## config.mk

```make
export PLATFORM = sky130hd
export DESIGN_NAME = mux_scan_sel
export DESIGN_NICKNAME = d
export VERILOG_FILES = /design/src/rtl/mux_scan_sel_pkg.sv /design/src/rtl/mux_scan_sel_dwell_counter.sv /design/src/rtl/mux_scan_sel.sv
export SDC_FILE = /design/constraint.sdc
export NUM_CORES = 1
export LEC_CHECK = 0
export BUFFER_PORTS_ARGS = -buffer_cell sky130_fd_sc_hd__buf_2
export CAP_MARGIN = 20
export CORE_MARGIN = 3
export CORE_UTILIZATION = 52
export DETAILED_ROUTE_END_ITERATION = 12
export GPL_TIMING_DRIVEN = 0
export PLACE_DENSITY = 0.85
export SYNTH_ARGS = -nofsm -noshare
export SYNTH_HDL_FRONTEND = slang
export SYNTH_HIERARCHICAL = 1
export SYNTH_SLANG_ARGS = --single-unit
```

## constraint.sdc

```tcl
create_clock -name clk -period 2.25 [get_ports clk]
set_input_delay 0.225 -clock clk [delete_from_list [all_inputs] [get_ports clk]]
set_output_delay 0.225 -clock clk [all_outputs]
set_load 0.005 [all_outputs]
```

## src/rtl/mux_scan_sel_pkg.sv

```systemverilog
// Shared types and constants for the scanning channel selector.
// The state enum names the three operating states. The mode constants give
// the encoding of the mode input.
package mux_scan_pkg;

  typedef enum logic [1:0] {
    MANUAL = 2'd0,
    SCAN   = 2'd1,
    HOLD   = 2'd2
  } scan_state_t;

  localparam logic MODE_MANUAL = 1'b0;
  localparam logic MODE_SCAN   = 1'b1;

  // Freezing the display takes precedence over the mode input, so a hold
  // request always wins. Otherwise the mode input chooses the state.
  function automatic scan_state_t pick_state(input logic hold_req,
                                             input logic mode_req);
    scan_state_t result;
    if (hold_req) begin
      result = HOLD;
    end else if (mode_req == MODE_SCAN) begin
      result = SCAN;
    end else begin
      result = MANUAL;
    end
    return result;
  endfunction

endpackage

```

## src/rtl/mux_scan_sel_dwell_counter.sv

```systemverilog
// Dwell timer for scan mode. It counts 0..DWELL-1 while enabled and flags the
// last count with tc, so the owner knows when to advance the channel. It wraps
// back to 0 on its own. clr forces it to 0. With en low it keeps its value,
// so that a paused scan can resume where it stopped.
module dwell_counter #(
  parameter int DWELL = 50_000_000
) (
  input  logic clk,
  input  logic rst_n,
  input  logic clr,
  input  logic en,
  output logic tc
);

  // A one-cycle dwell still needs a real register bit. It simply sits at 0,
  // and tc stays high.
  localparam int CNT_W = (DWELL > 1) ? $clog2(DWELL) : 1;
  localparam logic [CNT_W-1:0] CNT_LAST = CNT_W'(DWELL - 1);

  logic [CNT_W-1:0] count;

  assign tc = (count == CNT_LAST);

  // Count register: clear has priority, then count with wrap at the last value.
  always_ff @(posedge clk or negedge rst_n) begin
    if (!rst_n) begin
      count <= '0;
    end else if (clr) begin
      count <= '0;
    end else if (en) begin
      if (tc) begin
        count <= '0;
      end else begin
        count <= count + 1'b1;
      end
    end
  end

endmodule

```

## src/rtl/mux_scan_sel.sv

```systemverilog
// Registered N-channel selector with manual, auto-scan and hold modes.
// The current inputs choose this cycle's behaviour, so a hold or mode change
// takes effect on the very edge where it is seen. The registered state only
// remembers where we came from.
module mux_scan_sel
  import mux_scan_pkg::*;
#(
  parameter int WIDTH    = 3,
  parameter int CHANNELS = 4,
  parameter int DWELL    = 50_000_000,
  parameter int SEL_W    = $clog2(CHANNELS)
) (
  input  logic                      clk,
  input  logic                      rst_n,
  input  logic [CHANNELS*WIDTH-1:0] din,
  input  logic [SEL_W-1:0]          sel,
  input  logic                      mode,
  input  logic                      hold,
  output logic [WIDTH-1:0]          y,
  output logic [SEL_W-1:0]          ch,
  output logic                      y_valid,
  output logic                      ch_stb,
  output logic                      sel_err
);

  // One extra bit lets the channel count be compared against sel, even when
  // CHANNELS is an exact power of two.
  localparam logic [SEL_W:0]   CH_COUNT = (SEL_W + 1)'(CHANNELS);
  localparam logic [SEL_W-1:0] CH_LAST  = SEL_W'(CHANNELS - 1);

  scan_state_t      state;
  scan_state_t      state_next;
  logic [SEL_W-1:0] ch_next;
  logic [WIDTH-1:0] y_next;
  logic             sel_ok;
  logic             cnt_clr;
  logic             cnt_en;
  logic             cnt_tc;

  assign sel_ok = ({1'b0, sel} < CH_COUNT);

  dwell_counter #(
    .DWELL (DWELL)
  ) u_dwell (
    .clk   (clk),
    .rst_n (rst_n),
    .clr   (cnt_clr),
    .en    (cnt_en),
    .tc    (cnt_tc)
  );

  // State register: remembers the state applied on the previous edge.
  always_ff @(posedge clk or negedge rst_n) begin
    if (!rst_n) begin
      state <= MANUAL;
    end else begin
      state <= state_next;
    end
  end

  // Next state, next channel and dwell-counter control.
  // The counter is zeroed on the way into MANUAL and is never enabled there,
  // so it stays 0 for as long as MANUAL lasts. As a result, a later entry to
  // SCAN from MANUAL starts a fresh dwell, while HOLD leaves the count alone
  // so that it resumes.
  always_comb begin
    state_next = pick_state(hold, mode);
    ch_next    = ch;
    cnt_clr    = 1'b0;
    cnt_en     = 1'b0;
    case (state_next)
      MANUAL: begin
        cnt_clr = (state != MANUAL);
        if (sel_ok) begin
          ch_next = sel;
        end
      end
      SCAN: begin
        cnt_en = 1'b1;
        if (cnt_tc) begin
          ch_next = (ch == CH_LAST) ? '0 : ch + 1'b1;
        end
      end
      HOLD: begin
        ch_next = ch;
      end
      default: begin
        ch_next = ch;
      end
    endcase
  end

  // Output mux: picks the word for the channel that will be shown after this edge.
  always_comb begin
    y_next = '0;
    for (int k = 0; k < CHANNELS; k++) begin
      if (ch_next == SEL_W'(k)) begin
        y_next = din[k*WIDTH +: WIDTH];
      end
    end
  end

  // Output registers. In HOLD, y and ch keep their values. The strobe fires
  // only when the channel really changes.
  always_ff @(posedge clk or negedge rst_n) begin
    if (!rst_n) begin
      y       <= '0;
      ch      <= '0;
      y_valid <= 1'b0;
      ch_stb  <= 1'b0;
      sel_err <= 1'b0;
    end else begin
      ch      <= ch_next;
      ch_stb  <= (ch_next != ch);
      sel_err <= (state_next == MANUAL) && !sel_ok;
      if (state_next != HOLD) begin
        y       <= y_next;
        y_valid <= 1'b1;
      end
    end
  end

endmodule

```

[Yosys cells after proc, flatten, opt, wreduce, memory -nomap -nowiden]
Index checks and enable logic that the tools add are counted.
Word-level totals
  bits in registers: 35
  input bits: 18
  output and inout port bits: 8
  word-level logic and storage cells: 34
Operators by class
  add/sub/neg operators: 2
  eq/ne operators: 8
  multiplexer cells: 14
  reduce and logical (&&, ||, !) cells: 4
Operators by type and width (number)
  $mux W26: 3
  $add A26 B1 Y26 const B: 1
  $eq A26 B26 Y1 const B: 1
  $mux W3: 4
  $eq A2 B2 Y1 const B: 3
  $mux W2: 3
  $eq A2 B1 Y1 const B: 2
  $logic_not A2 Y1: 2
  $pmux W2 S2: 1
  $reduce_bool A2 Y1: 2
  $mux W1: 3
  $add A2 B1 Y2 const B: 1
  $ne A2 B2 Y1: 1
  $ne A2 B2 Y1 const B: 1

[Depth between registers and ports, before layout]
Gate-level depths: netlist of run 1.
  depth after elaboration: 9
  gate-level depth with buffers: 10
  gate-level depth less buffers: 9

[Cells and area by module]
Netlist of run 1, hierarchy kept.
By module, submodules not included
  dwell_counter: times used 1, cells an instance 162, area an instance 1584.0 µm², seq. area each 650.6 µm²
  mux_scan_sel: times used 1, cells an instance 50, area an instance 503.0 µm², seq. area each 225.2 µm²

[Least setup slack after synthesis of run 1]
Ideal clock, no wire load.
  kind: register -> register
  start point: reg u_dwell.count[10]
  end point: reg ch_stb
  library setup time: 0.120 ns
  arrival time: 2.141 ns
  data required time: 2.130 ns
  path slack: -0.011 ns
  cell stages (with the launch flop): 9
  path buffers: 1
  period minus slack after synthesis: 2.261 ns
  cells stage by stage: dfrtp_1 > nor4b_1 > nand4_1 > nor3_1 > o22ai_1 > a211o_1 > buf_6 > xnor2_1 > a31o_2
On the way
  longest elaborated chain between the ends: 4
RTL lines
  start: declaration: line mux_scan_sel_dwell_counter.sv:20  | logic [CNT_W-1:0] count;
  start signal: assignment: line mux_scan_sel_dwell_counter.sv:34  | count <= count + 1'b1;
  $eq A26 B26 Y1: line mux_scan_sel_dwell_counter.sv:22  | assign tc = (count == CNT_LAST);
  via cnt_tc: line mux_scan_sel.sv:38  | logic cnt_tc;
  $mux W2: line mux_scan_sel.sv:80  | if (cnt_tc) begin
  $pmux W2 S2: line mux_scan_sel.sv:71  | case (state_next)
  $ne A2 B2 Y1: line mux_scan_sel.sv:114  | ch_stb <= (ch_next != ch);
  end signal: assignment: line mux_scan_sel.sv:114
  end: declaration: line mux_scan_sel.sv:22  | output logic ch_stb,
The timed path passes the listed nets, and every way through them passes these cells.
A chain may end at the register's enable or synchronous reset.

[Worst setup path in the final report of run 1]
  start point: reg u_dwell.count[18]
  end point: reg y[1]
On the way
  longest elaborated chain between the ends: 8
  elaborated cells on any way between the ends: 11
  classes of those cells: eq/ne: 4; mux: 6; reduce/logical: 1
RTL lines
  $eq A26 B26 Y1 *: line mux_scan_sel_dwell_counter.sv:22
  via cnt_tc: line mux_scan_sel.sv:38
  $mux W2 *: line mux_scan_sel.sv:80
  $pmux W2 S2 *: line mux_scan_sel.sv:71
  via ch_next[0]: line mux_scan_sel.sv:33  | logic [SEL_W-1:0] ch_next;
  $logic_not A2 Y1: line mux_scan_sel.sv:97  | if (ch_next == SEL_W'(k)) begin
  $mux W3 (3 in a row): line mux_scan_sel.sv:97
  $mux W3 *: line mux_scan_sel.sv:97
  end signal: assignment: line mux_scan_sel.sv:117  | y <= y_next;
  end: declaration: line mux_scan_sel.sv:19  | output logic [WIDTH-1:0] y,
Mark *: on every way through the listed nets, which the timed path passes. The rest lies on a longest branch.

==> results of run 1 <==
==> final cells by class <==
cell class | count | area [um^2]
Sequential cell | 35 | 878.3
Clock buffer | 5 | 68.82
Timing Repair Buffer | 33 | 187.7
Multi-Input combinational cell | 159 | 1147
Clock inverter | 3 | 43.79
Buffer | 10 | 78.83
Tap cell | 48 | 60.06
Inverter | 8 | 30.03
Fill cell | 279 | 1276
==> metal layers <==
layer	share of wire	track usage	vias to the layer above
met2	0.49	0.3390	59
li1	-	-	882
met4	0.023	0.09761	0
met1	0.43	0.2765	911
met3	0.059	0.04638	11
met5	0	0	-
==> how the worst max path moves through the flow <==
stage                         to  slack (ns)
after floorplan           ch_stb        0.08
after global placement    ch_stb       -0.12
after detailed placement    y[1]       -0.20
after CTS                   y[1]        0.01
after global routing        y[1]       -0.09
final                       y[1]        0.05
==> timing repair <==
action                                  in CTS  in global routing
setup buffers                                4                  5
endpoints found under the setup margin       4                  4
resized for setup                            5                  6
hold endpoints to repair                     0                  0
pin swaps                                    2                  7
==> cells by family (layout without fill, tap and decap cells) <==
kind of cell | Yosys count | count (layout)
DFF | 35 | 35
other | 1 | 1
muxes | 6 | 6
buffers and inverters | 18 | 59
xor gates and xnor gates | 8 | 8
adders and majority gates | 2 | 2
and+or+nand+nor | 93 | 93
AOI/OAI and AO/OA | 49 | 49
==> synthesized netlist by cell type, drive strengths merged (2+ instances only) <==
cell	number	area, um^2
dfrtp	35	875.8
nand2	20	77.58
a21oi	18	120.1
nor2	12	50.05
buf	10	78.81
nand4	10	98.84
inv	8	30.03
nand3	8	40.04
o31ai	8	60.06
or4	8	60.06
o21ai	7	35.03
or3	7	43.79
mux2i	6	60.06
nor3	5	25.02
xor2	5	43.79
and4	4	38.79
and3	3	18.77
nand2b	3	18.77
nor2b	3	21.27
nor4b	3	26.28
o221ai	3	26.28
o22ai	3	18.77
xnor2	3	26.28
and2	2	12.51
ha	2	25.02
o41ai	2	36.29
==> critical path, delay by kind of cell (launching register included) <==
family / cells / cell delay, ns
and+or+nand+nor: 4 / 1.05
AOI/OAI and AO/OA: 3 / 0.56
DFF: 1 / 0.43
buffers and inverters: 1 / 0.07
==> state kept, by name, summed over array words and instances (netlist names) <==
| name | flops |
|---|---|
| u_dwell/count | 26 |
| y | 3 |
| ch | 2 |
| state | 2 |
| ch_stb | 1 |
| y_valid | 1 |
==> through the flow <==
stage | setup TNS (ns) | setup slack [ns] | util | power, uW | instance area [um^2]
after CTS | 0 | 0.01116 | 0.6457 | 1488 | 2435
after detailed placement | -0.7786 | -0.1999 | 0.6025 | 907.9 | 2272
after global routing | -0.2847 | -0.08938 | 0.6616 | 1557 | 2495
final | 0 | 0.05154 | 0.6616 | 1490 | 2495
after floorplan | 0 | 0.08152 | - | 828.7 | 2092
after global placement | -0.3804 | -0.1181 | 0.6025 | 897.0 | 2272
==> power by group through the flow <==
stage | Combinational, uW | Clock (uW) | Sequential [uW]
global route | 241 | 610 | 706
floorplan | 118 | 0 | 711
finish | 215 | 574 | 701
CTS | 202 | 585 | 701
detailed placement | 193 | 0 | 715
global placement | 185 | 0 | 712
==> cell usage in the layout (no fill, tap or decap), types with 5 or more instances in the layout <==
master / n
o21ai_0: 7
a21oi_2: 8
o31ai_1: 8
xor2_1: 5
nand2_1: 19
or4_1: 8
dfrtp_1: 33
mux2i_1: 6
or3_1: 7
clkbuf_8: 5
buf_4: 11
buf_2: 27
nand3_1: 8
a21oi_1: 10
inv_1: 8
nand4_1: 7
nor2_1: 10
==> results.sh, run 1 <==
export IMPL_drtAntennaViolNets=0
export IMPL_slew_headroom=0.4805
export IMPL_worstMarginPinSlew_ns=0.7792
export IMPL_dieArea_mm2=0.004809
export IMPL_antenna_cells=0
export IMPL_core_mm2=0.003771
export IMPL_numCtsBuffers=5
export IMPL_critical_path_max_fanout=5
export IMPL_cts_tree="yes"
export IMPL_r2r_end="y[1]"
export IMPL_slew_viol_final=0
export IMPL_hold_viol_final=0
export IMPL_start_util=0.5534
export IMPL_placedCellCount=284
export IMPL_synth_edf_count=0
export IMPL_netlist_area_mm2=0.002087
export IMPL_synth_top_family_by_area="simple AND/OR/NAND/NOR gates"
export IMPL_setup_viol=0
export IMPL_first_pass_iters=4
export IMPL_antenna_found_initial=0
export IMPL_crit_chain="and4bb_2, nand4_4, nor3_4, inv_1, a21oi_1, o22ai_2, or2_1, o221ai_1"
export IMPL_syn_area_per_cell_um2=9.844
export IMPL_swShare=0.2606
export IMPL_post_route_drc_count=0
export IMPL_critPathKind="reg -> reg"
export IMPL_cap_violations=0
export IMPL_area_growth_pct=19.54
export IMPL_wl_um=4838
export IMPL_buffer_ports_inserted=24
export IMPL_gp_congestion=0.8860
export IMPL_drive_gt1_frac=0.3123
export IMPL_switching_power_uw=388.3
export IMPL_hold_worst_slack_ns=0.001225
export IMPL_synth_compound_area_frac=0.1757
export IMPL_vias_per_cell=6.189
export IMPL_grt_pass1_vias=1786
export IMPL_hpwl_um=3202
export IMPL_overflow=0
export IMPL_rows=22
export IMPL_seq_power_share=0.470
export IMPL_r2r_setup_slack_ns=0.05
export IMPL_drtIter0Drc=164
export IMPL_io_pins=26
export IMPL_crit_path_start="u_dwell/count[18]"
export IMPL_holdBufCountCts=0
export IMPL_vias=1863
export IMPL_cts_sinks=35
export IMPL_ys_warn_count=6
export IMPL_rsz0062_at_grt="yes"
export IMPL_p_leak_uw=0.001098
export IMPL_die_x_um=69.35
export IMPL_clock_fmax_mhz=454.9
export IMPL_syn_inst=212
export IMPL_crit_slowest_cell="dfrtp_1"
export IMPL_power_frac_comb=0.144
export IMPL_status="complete, no violations"
export IMPL_post_route_period_util=0.9771
export IMPL_synth_seq_cells=35
export IMPL_clk_pin_slew_worst_paths_ns=0.08
export IMPL_synthAdderAreaFrac=0.01199
export IMPL_root_buffer="clkbuf_8"
export IMPL_final_cells=301
export IMPL_finClkSkew_ns=0.009637
export IMPL_vdd_ir_drop_max_mv=0.4205
export IMPL_grtUsageTotal=0.2129
export IMPL_min_period_ns=2.198
export IMPL_grt_max_degree=36
export IMPL_yosysUniqueCellTypes=52
export IMPL_start_kind="register"
export IMPL_reg2reg_from="u_dwell/count[18]"
export IMPL_synth_flop_cell="dfrtp_1"
export IMPL_routedWlPerCell_um=16.07
export IMPL_power_frac_clock=0.385
export IMPL_critPathArrivalTime_ns=2.40
export IMPL_die_h_um=69.35
export IMPL_synthMuxAreaShare=0.02878
export IMPL_internal_power_uw=1102
export IMPL_power_density_mw_per_mm2=597.2
export IMPL_layout_nets=272
export IMPL_synthSimpleGateAreaFrac=0.2764
export IMPL_worstSkewPairLatency_ns=0.30
export IMPL_hold_class="in -> async"
export IMPL_synth_async_sr_flop_share=1.000
export IMPL_max_stage_delay_ns=0.43
export IMPL_endpoint_kind="register"
export IMPL_synth_xor_area_frac=0.03357
export IMPL_syn_nets=232
export IMPL_grt_pass1_wl_um=8328
export IMPL_synth_seq_area_share=0.4197
export IMPL_cts_buffer_depth=2
export IMPL_rr_worst_depth=8
export IMPL_h_tree_depth=2
export IMPL_required_ns=2.45
(Power assumes the default switching activity.)
==> run 2: changes to the inputs <==
- ABC_AREA: default -> 1
- CORE_UTILIZATION: 52 -> 53
==> run 2 against run 1 <==
Effect of this change:
- clock power shrank 22%
- via count grew 16%
- global-route usage grew 0.43 points
- clock-buffer cell count grew 1
- cell count grew 35%
- worst hold slack gained 0.0011 ns
- critical path type unchanged
==> results.sh, run 2 <==
export IMPL_seq_power_share=0.494
export IMPL_critPathKind="reg -> reg"
export IMPL_r2r_setup_slack_ns=0.24
export IMPL_layout_commonest_cell="nand2_1"
export IMPL_multi_input_area_mm2=0.001250
export IMPL_antenna_cells=0
export IMPL_synth_seq_cells=35
export IMPL_buffer_ports_inserted=24
export IMPL_finClkSkew_ns=0.004437
export IMPL_grt_pass1_wl_um=8949
export IMPL_status="complete, no violations"
export IMPL_cts_tree="yes"
export IMPL_vdd_ir_drop_max_mv=0.3291
export IMPL_top_register="u_dwell/count"
export IMPL_worstSkewPairLatency_ns=0.29
export IMPL_numCtsBuffers=5
export IMPL_clk_pin_slew_worst_paths_ns=0.07
export IMPL_synth_xor_area_frac=0.02985
export IMPL_dieArea_mm2=0.005264
export IMPL_die_x_um=72.55
export IMPL_crit_slowest_cell="dfrtp_1"
export IMPL_power_frac_clock=0.296
export IMPL_cap_violations=0
export IMPL_worstMarginPinSlew_ns=0.7598
export IMPL_synth_top_family_by_area="simple AND/OR/NAND/NOR gates"
export IMPL_reg2reg_from="u_dwell/count[0]"
export IMPL_synth_most_common_cell="nand2_1"
export IMPL_r2r_end="y[0]"
export IMPL_critPathArrivalTime_ns=2.20
export IMPL_overflow=0
export IMPL_setup_viol=0
export IMPL_yosysUniqueCellTypes=36
export IMPL_critical_path_max_fanout=6
export IMPL_grtUsageTotal=0.2173
export IMPL_synth_async_sr_flop_share=1.000
export IMPL_synthAdderAreaFrac=0.01066
export IMPL_post_route_drc_count=0
export IMPL_vias=2154
export IMPL_gp_congestion=0.9004
export IMPL_syn_inst=323
export IMPL_synth_seq_area_share=0.3731
export IMPL_drive_gt1_frac=0.2241
export IMPL_synthMuxAreaShare=0
export IMPL_largest_reg_flops=26
export IMPL_grt_pass1_vias=2000
export IMPL_hold_class="in -> async"
export IMPL_mostFrequentLayoutCells="nand2_1 (79), nor2_1 (52), dfrtp_1 (35)"
export IMPL_nFillCells=401
export IMPL_layout_nets=376
export IMPL_antenna_found_initial=0
export IMPL_p_leak_uw=0.001201
export IMPL_layout_setup_ws_ns=0.2419
export IMPL_synth_area_leaders="dfrtp_1 (37%), nand2_1 (13%), nor2_1 (8.3%), nand3_1 (5.8%), inv_1 (5.4%)"
export IMPL_hold_viol_final=0
export IMPL_power_frac_comb=0.210
export IMPL_holdBufCountCts=0
export IMPL_endpoint_kind="register"
export IMPL_drtIter0Drc=126
export IMPL_post_route_period_util=0.8925
export IMPL_switching_power_uw=482.4
export IMPL_root_buffer="clkbuf_8"
export IMPL_first_pass_iters=4
export IMPL_clock_fmax_mhz=498.0
export IMPL_critPathTopFamily="simple AND/OR/NAND/NOR gates"
export IMPL_internal_power_uw=1037
export IMPL_path_common_cell="nand2_2"
export IMPL_swShare=0.3175
export IMPL_io_pins=26
export IMPL_synth_flop_cell="dfrtp_1"
export IMPL_yosysTopAreaCell="dfrtp_1"
export IMPL_synth_top_area_share=0.3731
export IMPL_drtAntennaViolNets=0
export IMPL_critPathBufInv=1
export IMPL_synthSimpleGateAreaFrac=0.4403
export IMPL_rows=23
export IMPL_syn_area_per_cell_um2=7.267
export IMPL_grt_max_degree=36
export IMPL_required_ns=2.44
export IMPL_start_util=0.5664
export IMPL_wl_um=5180
export IMPL_netlist_area_mm2=0.002347
export IMPL_synth_edf_count=0
export IMPL_synth_compound_area_frac=0.04904
export IMPL_h_tree_depth=2
export IMPL_hold_worst_slack_ns=0.002340
export IMPL_reg_top3="u_dwell/count x26, y x3"
export IMPL_area_growth_pct=12.15
export IMPL_post_place_ws_ns=0.2040
export IMPL_synth_common_cells="nand2_1 (79), nor2_1 (52), dfrtp_1 (35), inv_1 (34), nand3_1 (27)"
export IMPL_die_h_um=72.55
export IMPL_slew_viol_final=0
export IMPL_cts_sinks=35
export IMPL_min_period_ns=2.008
export IMPL_syn_nets=343
export IMPL_core_mm2=0.004144
export IMPL_max_stage_delay_ns=0.36
export IMPL_total_power_uw=1519
export IMPL_slew_headroom=0.4935
export IMPL_hpwl_um=3877
export IMPL_power_density_mw_per_mm2=577.1
export IMPL_seq_area_um2=875.8
export IMPL_cts_buffer_depth=2
export IMPL_start_kind="register"
export IMPL_crit_chain="ha_2, nand2_2, nor2_4, nand2_1, nor2_2, nand3_2, inv_2, nor2_1, nor2_2, nand2_2, nand2_2, nand2_2, nand3_1, nand3_1, nand2_1, nand2_1"
export IMPL_routedWlPerCell_um=12.73
export IMPL_ys_warn_count=6
export IMPL_rr_worst_depth=16
export IMPL_vias_per_cell=5.292
==> run 2: cell types whose count changed in the layout (fill, tap and decap cells not counted), sizes merged, moves of 4 or more <==
cell    previous run  this run
or3                7         0
or4                8         0
mux2i              6         0
nand3b             0         4
nand4             10        15
and4               4         0
nand3              8        31
buf               43        31
a21oi             18         5
inv                8        39
o31ai              8         0
nand2             20        89
nor2              12        68
==> run 2: logic make-up after synthesis <==
logic type / Yosys count
and+or+nand+nor: 213
DFF: 35
AOI/OAI and AO/OA: 18
adders and majority gates: 2
buffers and inverters: 46
other: 1
xor gates and xnor gates: 8
==> run 2: worst max path at each step <==
stage | from | endpoint | slack (ns) | cells after the start
after global routing | u_dwell/count[0] | y[1] | -0.005 | 17
after detailed placement | u_dwell/count[1] | y[1] | 0.20 | 17
final | u_dwell/count[0] | y[0] | 0.24 | 16
after floorplan | u_dwell/count[1] | y[0] | 0.46 | 17
after CTS | u_dwell/count[1] | y[1] | 0.18 | 17
after global placement | u_dwell/count[1] | y[1] | 0.24 | 16
==> run 2: metal layers <==
metal,GRT usage,part of all wire
met1,0.2930,0.47
met2,0.3246,0.45
met3,0.06233,0.059
met4,0.09426,0.023
met5,0,0
==> run 2: layout make-up <==
class | count | area share
timing repair buffer | 26 | 0.05133
tap | 50 | 0.02376
clock buffer | 6 | 0.02757
buffer | 6 | 0.02329
sequential | 35 | 0.3327
clock inverter | 2 | 0.004753
multi-input combinational | 242 | 0.4748
inverter | 40 | 0.06179
==> run 2: repair_timing <==
item	in CTS	in global routing
gates resized for setup	0	2
setup buffers	0	2
setup endpoints to repair	0	3
==> run 2: metrics by stage <==
step	util	std cells	area, um^2	TNS (ns)
6_report	0.6353	407	2633	0
3_5_place_dp	0.6105	397	2530	0
3_3_place_gp	0.6105	397	2530	0
5_1_grt	0.6353	407	2633	-0.004883
2_1_floorplan	-	323	2347	0
4_1_cts	0.6310	405	2615	0
==> run 2: power by group through the flow <==
stage               Clock (uW)  Sequential [uW]  Combinational [uW]
floorplan                    0              751                 216
global placement             0              759                 295
detailed placement           0              762                 307
CTS                        462              751                 309
global route               487              761                 364
finish                     449              750                 319
